## src/rtl/pipe_ctrl_pkg.sv

```systemverilog
// Shared types for the pipeline control slice: MDU sequencer states and the
// default stall-counter width.
package pipe_ctrl_pkg;

    localparam int unsigned STALL_CNT_W = 16;

    typedef enum logic [1:0] {
        IDLE = 2'd0,
        BUSY = 2'd1,
        DONE = 2'd2
    } mdu_state_t;

endpackage

```

## src/rtl/mdu_seq.sv

```systemverilog
// Multiply/divide hold sequencer; present only when HAZARD_MDU_EN is defined,
// otherwise the hold output is tied low and the inputs are ignored.
module mdu_seq
    import pipe_ctrl_pkg::*;
(
    input  logic clk,
    input  logic rst_n,
    input  logic mdu_startE,
    input  logic mdu_ready,
    input  logic excM,
    output logic mdu_hold
);

`ifdef HAZARD_MDU_EN
    mdu_state_t state, state_next;

    always_ff @(posedge clk or negedge rst_n) begin
        if (!rst_n) begin
            state <= IDLE;
        end else begin
            state <= state_next;
        end
    end

    // DONE deliberately ignores mdu_startE: the finished instruction is
    // still in E during its release cycle and must not restart.
    always_comb begin
        state_next = state;
        mdu_hold   = 1'b0;
        case (state)
            IDLE: begin
                if (mdu_startE && !excM) begin
                    state_next = BUSY;
                    mdu_hold   = 1'b1;
                end
            end
            BUSY: begin
                mdu_hold = 1'b1;
                if (excM) begin
                    state_next = IDLE;
                end else if (mdu_ready) begin
                    state_next = DONE;
                end
            end
            DONE: begin
                state_next = IDLE;
            end
            default: begin
                state_next = IDLE;
            end
        endcase
    end
`else
    logic unused_mdu;
    assign unused_mdu = clk ^ rst_n ^ mdu_startE ^ mdu_ready ^ excM;
    assign mdu_hold   = 1'b0;
`endif

endmodule

```

## src/rtl/pipeline_hazard_ctrl.sv

```systemverilog
// Stall/flush sequencer for the 5-stage pipeline with a saturating stall counter.
// The MDU hold sequence is built only when HAZARD_MDU_EN is defined.
`ifndef REG_SIZE
`define REG_SIZE 4:0
`endif

module pipeline_hazard_ctrl
    import pipe_ctrl_pkg::*;
#(
    parameter int unsigned CNT_W = STALL_CNT_W
) (
    input  logic             clk,
    input  logic             rst_n,
    input  logic [`REG_SIZE] rsD,
    input  logic [`REG_SIZE] rtD,
    input  logic [`REG_SIZE] rtE,
    input  logic [`REG_SIZE] writeRegAddrE,
    input  logic [`REG_SIZE] writeRegAddrM,
    input  logic             Regfile_weE,
    input  logic             memToRegE,
    input  logic             memToRegM,
    input  logic             branchD,
    input  logic             jrD,
    input  logic             pcSrcD,
    input  logic             excM,
    input  logic             mdu_startE,
    input  logic             mdu_ready,
    input  logic             cnt_clr,
    output logic             stallF,
    output logic             stallD,
    output logic             stallE,
    output logic             flushD,
    output logic             flushE,
    output logic             flushM,
    output logic             mdu_busy,
    output logic [CNT_W-1:0] stall_cnt
);

    logic lwstall;
    logic brstall;
    logic mdu_hold;

    mdu_seq u_mdu_seq (
        .clk        (clk),
        .rst_n      (rst_n),
        .mdu_startE (mdu_startE),
        .mdu_ready  (mdu_ready),
        .excM       (excM),
        .mdu_hold   (mdu_hold)
    );

    assign lwstall = memToRegE && (rtE != '0) && ((rtE == rsD) || (rtE == rtD));

    assign brstall = (branchD || jrD) &&
                     ((Regfile_weE && (writeRegAddrE != '0) &&
                       ((writeRegAddrE == rsD) || (writeRegAddrE == rtD))) ||
                      (memToRegM && (writeRegAddrM != '0) &&
                       ((writeRegAddrM == rsD) || (writeRegAddrM == rtD))));

    // Reset gates every control low combinationally, ahead of the priority chain.
    always_comb begin
        stallF = 1'b0;
        stallD = 1'b0;
        stallE = 1'b0;
        flushD = 1'b0;
        flushE = 1'b0;
        flushM = 1'b0;
        if (!rst_n) begin
            flushD = 1'b0;
        end else if (excM) begin
            flushD = 1'b1;
            flushE = 1'b1;
            flushM = 1'b1;
        end else if (mdu_hold) begin
            stallF = 1'b1;
            stallD = 1'b1;
            stallE = 1'b1;
            flushM = 1'b1;
        end else if (lwstall || brstall) begin
            stallF = 1'b1;
            stallD = 1'b1;
            flushE = 1'b1;
        end else begin
            flushD = pcSrcD;
        end
    end

    assign mdu_busy = rst_n && mdu_hold;

    always_ff @(posedge clk or negedge rst_n) begin
        if (!rst_n) begin
            stall_cnt <= '0;
        end else if (cnt_clr) begin
            stall_cnt <= '0;
        end else if (stallF && (stall_cnt != '1)) begin
            stall_cnt <= stall_cnt + 1'b1;
        end
    end

endmodule

```

## config.mk

```make
export PLATFORM = sky130hd
export DESIGN_NAME = pipeline_hazard_ctrl
export DESIGN_NICKNAME = d
export VERILOG_FILES = /design/src/rtl/pipe_ctrl_pkg.sv /design/src/rtl/mdu_seq.sv /design/src/rtl/pipeline_hazard_ctrl.sv
export SDC_FILE = /design/constraint.sdc
export NUM_CORES = 1
export LEC_CHECK = 0
export CAP_MARGIN = 20
export CORE_MARGIN = 8
export CORE_UTILIZATION = 48
export CTS_BUF_LIST = sky130_fd_sc_hd__clkbuf_8
export CTS_CLUSTER_SIZE = 20
export DETAILED_ROUTE_END_ITERATION = 6
export PLACE_DENSITY = 0.95
export SLEW_MARGIN = 10
export SYNTH_ARGS = -nofsm -noshare
export SYNTH_HDL_FRONTEND = slang
export SYNTH_SLANG_ARGS = --single-unit
```

## constraint.sdc

```tcl
create_clock -name clk -period 6.5 [get_ports clk]
set_input_delay 0.65 -clock clk [delete_from_list [all_inputs] [get_ports clk]]
set_output_delay 0.65 -clock clk [all_outputs]
set_load 0.01 [all_outputs]
```

Word level (Yosys, flattened, before mapping):

Cells that the tools add are included.

* add/subtract/negate cells: 1
* multiply operators: 0
* div/mod/pow operators: 0
* magnitude comparators: 0
* eq/ne operators: 7
* shift operators: 0
* muxes and demuxes: 12
* bitwise operators: 0
* reduce and logical (&&, ||, !) cells: 18

Operator list (count)
* 16-bit 2-to-1 mux: 2
* 5-bit == test: 6
* 16-bit by 1-bit adder with 16-bit output (second input constant): 1
* 16-bit inequality test (second input constant): 1
* 5-bit nonzero test: 3
* 1-bit 2-to-1 mux: 10
* 1-bit logical AND: 8
* 1-bit logical OR: 6
* 2-bit nonzero test: 1

* register bits: 16
* latch bits: 0
* RAM bits: 0
* memory bits (read-only): 0
* logic and storage cells: 39
* memories: 0

Depth between registers and ports, before layout:

Gate-level depths: netlist (run 1).

* word-level depth: 12
* depth in mapped cells: 8
* depth with buffers taken out: 6

Modules after synthesis:

Synthesis (run 1) repeated with hierarchy kept, for this count alone.

* cell total of the unflattened synthesis: 166
* area, all modules: 1436.4 sq um

Modules (own cells, without submodules)
* pipeline_hazard_ctrl: times used 1, cells an instance 164, area an instance 1425.1 sq um
* mdu_seq: times used 1, cells an instance 2, area an instance 11.3 sq um

Least setup slack after synthesis (run 1):

Ideal clock, no wire load.

* path kind: in2out
* start point: input port rtE[1]
* end point: output port flushD
* arrival: 2.285 ns
* required time: 5.850 ns
* path slack: 3.565 ns
* stages on the path: 7
* buffers on the path: 2
* cells stage by stage: or4_1 o21a_1 a222oi_1 buf_4 buf_8 a21oi_1 nor2_1

* longest elaborated chain between the ends: 7
* elaborated cells on any way between the ends: 10

Ends and longest elaborated chain
* from (decl): line pipeline_hazard_ctrl.sv:16 `` input logic [`REG_SIZE] rtE, ``
* 5-bit == test / 5-bit nonzero test (equally long branches): line pipeline_hazard_ctrl.sv:52 `assign lwstall = memToRegE && (rtE != '0) && ((rtE == rsD) || (rtE == rtD));`
* 1-bit logical OR / 1-bit logical AND (equally long branches): line pipeline_hazard_ctrl.sv:52
* 1-bit logical AND *: line pipeline_hazard_ctrl.sv:52
* 1-bit logical OR *: line pipeline_hazard_ctrl.sv:79 `end else if (lwstall || brstall) begin`
* 1-bit 2-to-1 mux *: line pipeline_hazard_ctrl.sv:79
* 1-bit 2-to-1 mux *: line pipeline_hazard_ctrl.sv:70 `end else if (excM) begin`
* 1-bit 2-to-1 mux *: line pipeline_hazard_ctrl.sv:68 `if (!rst_n) begin`
* to (decl): line pipeline_hazard_ctrl.sv:32 `output logic flushD,`

Every way passes the cells marked *; elsewhere a longest branch is shown, timed or not.

Final worst setup path (run 1):

Same ends and word-level chain as after synthesis.

==> results by group, run 1 <==
Outcome
  • Status: finished clean

Setup path
  • Crit Path Category: in2out
  • R2r worst-path depth: 5
  • Critical Path Fanout Max: 30
  • Worst setup EP type: output pin
  • Worst Path Required: a little under 6 ns
  • Arrival time worst endpoint: between 3 and 4 ns
  • CP Launch Type: input pin

CTS
  • CTS Hold Bufs: 0
  • Post-CTS Setup Repair Bufs: 0
  • Clock Latency Late Sink: ~0.26 ns
  • Post-cts sizing count: 0
  • CTS sink count: 16
  • CTS Buffer Depth: 2
  • CTS tree: done
  • CTS clk-pin slew, worst paths: 0.06 ns
  • H-tree depth: 1
  • TritonCTS Buffers: 3
  • Clk root buf: clkbuf_8

Layout
  • Max reg flops: 16
  • Number of inserted diodes: 0
  • FILL cells: 234
  • Nets@finish: around 260
  • Top reg by flops: stall_cnt
  • Share of layout cells above drive strength 1: 0.09865
  • Area occupied by multi-input gates: slightly above 0.001 sq mm
  • Area growth syn-to-layout: 40.18%
  • Register area: 400.4 sq um
  • Biggest registers after layout: stall_cnt: 16 flops
  • Post-layout util: 0.6963

Logic synthesis
  • Avg Inst Size Synth: 8.722 sq um
  • Top post-synthesis cells by count: xnor2_1, dfrtp_1, nand3_1, or4_1, nand2_1
  • Syn Inst Count: about 170
  • Largest area contributor in the netlist: dfrtp_1
  • Cell variety after synth: 41
  • Top-area cell type share of the netlist area: 0.2685
  • Most area-consuming cells after synthesis: dfrtp_1, xnor2_1, or4_1
  • Sequential-to-total area share from yosys stat: 0.2685
  • Most used DFF post-synth: dfrtp_1
  • Count leader, synth: xnor2_1
  • YS warnings: 0
  • FF+latch count, synth: 16
  • Post-synth EDFFs: 0
  • Post-Syn Area: 0.001491 sq mm
  • Post-synthesis async set-or-reset flop share: 1.000

Floorplanning
  • Initial Utilization: 0.4967
  • IO Pins: 60
  • Die area: 0.005147 sq mm
  • Die height: 71.74 um
  • Core Box Area: between 0.003 and 0.004 sq mm
  • Die Span X: approximately 70 um
  • # rows: 20

Timing
  • RSZ-0062 raised after global routing: no
  • Minimum clock period after layout: 3.979 ns
  • Final Cycle Share: 0.6121
  • Worst-Margin Slew: 0.8214 ns
  • Number of setup violations in the final report: 0
  • Layout Skew: 0.0009738 ns
  • Hold Fails Final Rpt: 0
  • Max-slew headroom: 0.4507
  • Max Slew Vio Count: 0
  • FMAX: approximately 0.25 GHz
  • Final setup TNS: 0 ns

Global route
  • Pin count of the biggest net entering global routing: 31
  • First-pass GRT wire length: 6.796 mm
  • Met2 Use GR: 0.2753
  • Total track usage: 0.1628
  • Global Route met3 Usage: 0.03766
  • M1 GR Usage: 0.1865
  • Vias in the first global route: between 1000 and 1500
  • Initial antenna violation count: 0
  • GRT busiest layer: met2
  • Total grt overflow: 0

Detailed routing
  • DRC Markers: 0
  • DR iter-0 viols: between 100 and 150
  • Post-DRT Antenna Nets: 0
  • Vias per cell: slightly below 6
  • Pre-Repair DR Iteration Count: 4
  • Vias: between 1500 and 2000
  • Post-Route WL: ~4.3 mm
  • DR WL/cell: between 15 and 20 um

Power
  • Power share of the clock group: 0.343
  • Part of the power in combinational logic: 0.283
  • Sw Ratio: 0.2764
  • Internal power: roughly 0.19 mW
  • Reported leakage power: 0.7312 nW
  • Reg power frac: 0.374
  • Peak supply drop: slightly above 0.09 mV
  • NetSw: approximately 0.074 mW
  • Power per cell area: around 130 mW/mm^2

Worst hold path
  • Hold depth: 2
  • Hold WC Path Type: reg2reg

Placement
  • DPL Wire Length: ~3.3 mm
  • Buffers on Ports: 55
  • GPL Wtd Cong: slightly above 0.8

Run
  • Max-capacitance violation count: 0
-- metal layers --
layer / share of wire / up-vias
met3: 0.048 / 9
met1: 0.42 / 724
li1: - / 743
met2: 0.51 / 41
met5: 0 / -
met4: 0.023 / 0
-- path summary, 6_finish.rpt --
path,slack [ns],to,from
setup / recovery,2.52,flushD,rtE[1]
hold / removal,0.57,stall_cnt[1],stall_cnt[1]
setup reg to reg,4.24,stall_cnt[5],stall_cnt[0]
hold reg to reg,0.57,stall_cnt[1],stall_cnt[1]
max in group asynchronous,5.56,stall_cnt[4],rst_n
min in group asynchronous,0.72,stall_cnt[0],rst_n
-- logic make-up (layout without fill, tap and decap cells) --
group,count (synthesis),in the layout,synth area share
compound gates,37,37,0.1812
xor+xnor,30,30,0.1762
fa+ha+maj,1,1,0.008388
buf+inv,12,63,0.04949
flops,16,16,0.2685
mux,4,4,0.03775
other cells,1,2,0.002514
simple gates,70,70,0.2760
-- layout by cell type, fill, tap and decap left out, drive strengths merged, types with 2 or more instances in the layout --
master and instances:
nor3 5, nand3 12, and4 3, o21ai 4, conb 2, nor2 8, dfrtp 16, nand2 11
clkdlybuf4s50 55, xnor2 30, and3 4, o31ai 9, and2 3, or4 12, nor2b 4, buf 2
nand4 5, a21oi 15, o22ai 3, clkbuf 4, mux2 4
-- metrics by stage --
stage | hold slack, ns | area, sq um | setup WS [ns] | power (mW) | instances
global placement | 0.5573 | 2036 | 2.591 | 0.1750 | 252
CTS | 0.5742 | 2091 | 2.521 | 0.2690 | 256
floorplan | 0.3544 | 1495 | 3.565 | 0.1400 | 172
global route | 0.5872 | 2091 | 2.411 | 0.2811 | 256
detailed placement | 0.5652 | 2036 | 2.528 | 0.1770 | 252
finish | 0.5698 | 2091 | 2.521 | 0.2670 | 256
-- power groups by stage --
| stage | logic, mW | registers (mW) | clock network [mW] |
|---|---|---|---|
| floorplan | 0.0381 | 0.102 | 0 |
| global placement | 0.0732 | 0.102 | 0 |
| detailed placement | 0.0752 | 0.102 | 0 |
| CTS | 0.0753 | 0.0999 | 0.0937 |
| global route | 0.0824 | 0.0998 | 0.0989 |
| finish | 0.0756 | 0.0999 | 0.0915 |
-- cell type report --
cell class,count,area share
Tap cell,33,0.01975
Timing Repair Buffer,57,0.2705
Clock buffer,4,0.02633
Inverter,2,0.003591
Sequential cell,16,0.1915
Multi-Input combinational cell,144,0.4883
-- worst max-delay path: stages --
cell,delay [ns]
clkdlybuf4s50_1,0.48
or4_1,0.55
o21a_1,0.19
a222oi_1,0.34
buf_4,0.35
a21oi_1,0.11
nor2_1,0.09
clkdlybuf4s50_1,0.55
No activity file was read; power rests on OpenSTA's default activity.
==> inputs of run 2 (changes only) <==
Settings changed: CORE_UTILIZATION 48 to 45, PLACE_DENSITY 0.95 to 0.9.
Clock period 6.5 ns to 4.2 ns, I/O delays scaled along.
==> results by group, run 2 (synthesized netlist as in run 1, its figures left out) <==
Timing
  • Number of setup violations in the final report: 0
  • Max-slew headroom: 0.4435
  • Max Slew Vio Count: 0
  • Final setup TNS: 0 ns
  • FMAX: between 0.2 and 0.3 GHz
  • Layout Skew: slightly below 0.0009 ns
  • Final Cycle Share: 0.7990
  • Worst-Margin Slew: about 0.83 ns
  • RSZ-0062 raised after global routing: no
  • Hold Fails Final Rpt: 0
  • Minimum clock period after layout: between 3 and 4 ns

Layout
  • Commonest cells after routing, fill and taps aside: clkdlybuf4s50_1, xnor2_1, dfrtp_1
  • Non-filler instance count after layout: roughly 270
  • Nets@finish: 262
  • Commonest non-fill, non-tap cell in the layout: clkdlybuf4s50_1
  • Top reg by flops: stall_cnt
  • Biggest registers after layout: stall_cnt: 16 flops
  • Max reg flops: 16
  • Area growth syn-to-layout: 40.35%
  • Share of layout cells above drive strength 1: 0.09459
  • Number of inserted diodes: 0
  • Fin area: between 0.002 and 0.0025 sq mm

Detailed routing
  • DR iter-0 viols: 84
  • Post-DRT Antenna Nets: 0
  • Pre-Repair DR Iteration Count: 5
  • Post-Route WL: 4.356 mm
  • Vias: around 1600
  • DR WL/cell: 16.25 um
  • Vias per cell: 5.795
  • DRC Markers: 0

Global route
  • First-pass GRT wire length: 6.851 mm
  • Pin count of the biggest net entering global routing: 29
  • Initial antenna violation count: 0
  • Total grt overflow: 0
  • Vias in the first global route: 1481
  • Total track usage: 0.1592

CTS
  • Post-CTS Setup Repair Bufs: 0
  • CTS Buffer Depth: 2
  • CTS sink count: 16
  • Post-cts sizing count: 0
  • CTS Hold Bufs: 0
  • Clk root buf: clkbuf_8
  • H-tree depth: 1
  • CTS clk-pin slew, worst paths: about 0.060 ns
  • Clock Latency Late Sink: ~0.25 ns
  • TritonCTS Buffers: 3
  • CTS tree: done

Floorplanning
  • Core Box Area: 0.003258 sq mm
  • Die height: between 70 and 80 um
  • Die area: 0.005413 sq mm
  • IO Pins: 60
  • Die Span X: approximately 74 um
  • # rows: 21
  • Initial Utilization: 0.4578

Setup path
  • Reg-to-Reg End: stall_cnt[7]
  • Worst Path Required: approximately 3.8 ns
  • Reg2reg setup slack: about 1.9 ns
  • Arrival time worst endpoint: a little under 3 ns
  • Launching point of the worst reg2reg path: stall_cnt[0]
  • CP Launch Type: input pin
  • Worst setup EP type: output pin
  • R2r worst-path depth: 5
  • Critical Path Fanout Max: 3
  • Crit Path Category: in2out

Power
  • Reported leakage power: approximately 0.72 nW
  • Peak supply drop: 0.1985 mV
  • Power per cell area: 185.2 mW/mm^2

Placement
  • # placed instances: approximately 270
  • GPL Wtd Cong: just over 0.8
  • Buffers on Ports: 55
  • DPL Wire Length: between 3 and 4 mm
  • Cell Area, Placed: approximately 0.0021 sq mm

Outcome
  • Status: finished clean

Worst hold path
  • Hold WC Path Type: in2async

Run
  • Max-capacitance violation count: 0
## run 2: changes by cell type in the layout (fill, tap and decap cells not counted)
cell and delta:
clkbuf_8 -1
## run 2: per-layer routing
layer,vias to the layer above,global-route usage,routed length (um)
met4,0,0.04656,42
met3,4,0.02865,197
met1,770,0.1834,1748
li1,738,-,-
met5,-,0,0
met2,41,0.2874,2368
## run 2: metrics by stage
step	hold slack [ns]	util	total power, mW	setup slack, ns
floorplan	0.1244	-	0.2166	1.725
global placement	0.5539	0.6298	0.2715	0.8615
detailed placement	0.5665	0.6298	0.2741	0.8161
CTS	0.5094	0.6425	0.3892	0.8147
global route	0.5303	0.6425	0.4047	0.7324
finish	0.5024	0.6425	0.3878	0.8443
## run 2: worst max-delay path by stage
stage,start,to,slack (ns),cells past startpoint
global placement,rtE[1],flushD,0.86,7
global route,rtE[2],flushD,0.73,7
floorplan,rtE[1],flushD,1.73,7
finish,rtE[1],flushD,0.84,7
CTS,rtE[1],flushD,0.81,7
detailed placement,rtE[1],flushD,0.82,7
## run 2: cell type report
| class | instances | area, sq um |
|---|---|---|
| Fill cell | 287 | 1165 |
| Tap cell | 46 | 57.56 |
| Inverter | 2 | 7.507 |
| Timing Repair Buffer | 57 | 565.5 |
| Sequential cell | 16 | 400.4 |
| Clock buffer | 3 | 41.29 |
| Multi-Input combinational cell | 144 | 1021 |
## run 2: report_power, final
part           leakage [nW]  switching, mW  internal, mW  total, mW
sequential            0.224       0.000276         0.154      0.155
clock                0.0216         0.0523        0.0636      0.116
combinational         0.479         0.0560        0.0611      0.117
total                 0.724          0.109         0.279      0.388
## run 2: critical path: stages
cell             delay, ns
clkdlybuf4s50_1       0.47
or4_1                 0.56
o21a_1                0.20
a222oi_1              0.51
a21oi_1               0.13
nor2_1                0.10
clkdlybuf4s50_1       0.55
==> inputs of run 3 (changes only) <==
Settings changed: CORE_UTILIZATION 45 to 40, PLACE_DENSITY 0.9 to 0.85.
Clock period 4.2 ns to 2.9 ns, I/O delays scaled along.
==> results by group, run 3 (synthesized netlist as in run 1, its figures left out) <==
Outcome
  • Status: finished clean

Global route
  • Vias in the first global route: 1507
  • Initial antenna violation count: 0
  • Total track usage: 0.1423
  • First-pass GRT wire length: ~7 mm
  • Pin count of the biggest net entering global routing: 29
  • Total grt overflow: 0

CTS
  • CTS sink count: 16
  • TritonCTS Buffers: 3
  • H-tree depth: 1
  • CTS Buffer Depth: 2
  • Clk root buf: clkbuf_8
  • CTS tree: done
  • CTS clk-pin slew, worst paths: around 0.06 ns
  • Clock Latency Late Sink: about 0.25 ns
  • CTS Hold Bufs: 0

Power
  • Peak supply drop: ~0.26 mV
  • Power per cell area: about 260 mW/mm^2
  • Final Power: roughly 0.57 mW
  • Reported leakage power: a little under 0.8 nW

Floorplanning
  • # rows: 22
  • IO Pins: 60
  • Core Box Area: roughly 0.0036 sq mm
  • Die Span X: around 77 um
  • Die height: a little under 80 um
  • Initial Utilization: 0.4105
  • Die area: slightly below 0.006 sq mm

Timing
  • RSZ-0062 raised after global routing: no
  • Hold Fails Final Rpt: 0
  • Setup ws final: 0.1718 ns
  • Final Cycle Share: 0.9408
  • Final setup TNS: 0 ns
  • Number of setup violations in the final report: 0
  • FMAX: between 0.3 and 0.4 GHz
  • Minimum clock period after layout: around 2.7 ns
  • Max Slew Vio Count: 0
  • Layout Skew: 0.001521 ns

Setup path
  • CP Launch Type: input pin
  • Worst Path Required: 2.61 ns
  • Arrival time worst endpoint: around 2.4 ns
  • Critical Path Fanout Max: 2
  • Crit Path Category: in2out
  • Worst setup EP type: output pin

Detailed routing
  • Post-DRT Antenna Nets: 0
  • Pre-Repair DR Iteration Count: 4
  • DR iter-0 viols: 64
  • Vias per cell: between 5 and 6
  • DRC Markers: 0
  • Post-Route WL: 4.339 mm
  • Vias: 1535
  • DR WL/cell: around 16 um

Placement
  • Dpl ws: -0.05860 ns
  • GPL Wtd Cong: 0.8802
  • Cell Area, Placed: about 0.0021 sq mm
  • DPL Wire Length: between 3 and 4 mm
  • Buffers on Ports: 55

Layout
  • Max reg flops: 16
  • Biggest registers after layout: stall_cnt: 16 flops
  • Post-layout util: 0.5930
  • Area growth syn-to-layout: 44.46%
  • Nets@finish: 270
  • Commonest non-fill, non-tap cell in the layout: clkdlybuf4s50_1
  • Share of layout cells above drive strength 1: 0.1261
  • Commonest cells after routing, fill and taps aside: clkdlybuf4s50_1, xnor2_1, dfrtp_1
  • Number of inserted diodes: 0
  • Top reg by flops: stall_cnt
  • Fin area: about 0.0022 sq mm

Worst hold path
  • Hold WC Path Type: in2async

Run
  • Max-capacitance violation count: 0
==> run 3: final timing paths <==
check | from | endpoint | slack, ns | cells past startpoint
min in group clk | stall_cnt[10] | stall_cnt[10] | 0.57 | 2
setup reg to reg | stall_cnt[0] | stall_cnt[5] | 0.68 | 5
hold reg to reg | stall_cnt[10] | stall_cnt[10] | 0.57 | 2
setup / recovery | rtE[1] | flushD | 0.17 | 9
hold / removal | rst_n | stall_cnt[3] | 0.42 | 2
max in group asynchronous | rst_n | stall_cnt[6] | 2.28 | 2
==> run 3: metal layers <==
layer | routed length, um | part of all wire | vias to the layer above | global-route usage
met3 | 238 | 0.055 | 8 | 0.03147
met2 | 2283 | 0.53 | 51 | 0.2523
met1 | 1725 | 0.40 | 721 | 0.1626
met5 | 0 | 0 | - | 0
met4 | 92 | 0.021 | 0 | 0.05094
li1 | - | - | 755 | -
==> run 3: metrics by stage <==
step / instances / hold slack, ns
finish: 278 / 0.4240
global route: 278 / 0.4461
CTS: 278 / 0.4303
detailed placement: 274 / 0.5656
global placement: 274 / 0.5566
floorplan: 172 / -0.005591
==> run 3: worst max-delay path, stage by stage <==
cell,delay (ns)
clkdlybuf4s50_1,0.41
or4_1,0.52
o21a_1,0.19
a222oi_1,0.35
buf_4,0.18
buf_4,0.10
a21oi_1,0.06
nor2_1,0.08
dlygate4sd2_1,0.27
==> run 3: power breakdown <==
part | total [mW] | internal, mW | leakage [nW] | switching, mW
Sequential | 0.224 | 0.224 | 0.224 | 0.000392
Clock | 0.170 | 0.0923 | 0.0216 | 0.0781
Combinational | 0.177 | 0.0949 | 0.541 | 0.0817
==> run 3: what timing repair did <==
action,4_1_cts,5_1_grt
pin swaps,1,1
resized for setup,3,1
endpoints found under the setup margin,4,1
setup buffers,1,0
==> run 3: area by class of cell <==
cell class              instances  area (sq um)
clock buffers                   3         41.29
fillers                       318          1479
inverters                       2         7.507
multi-input cells             144          1021
flip-flops and latches         16         400.4
well taps                      48         60.06
repair buffers                 65         624.3
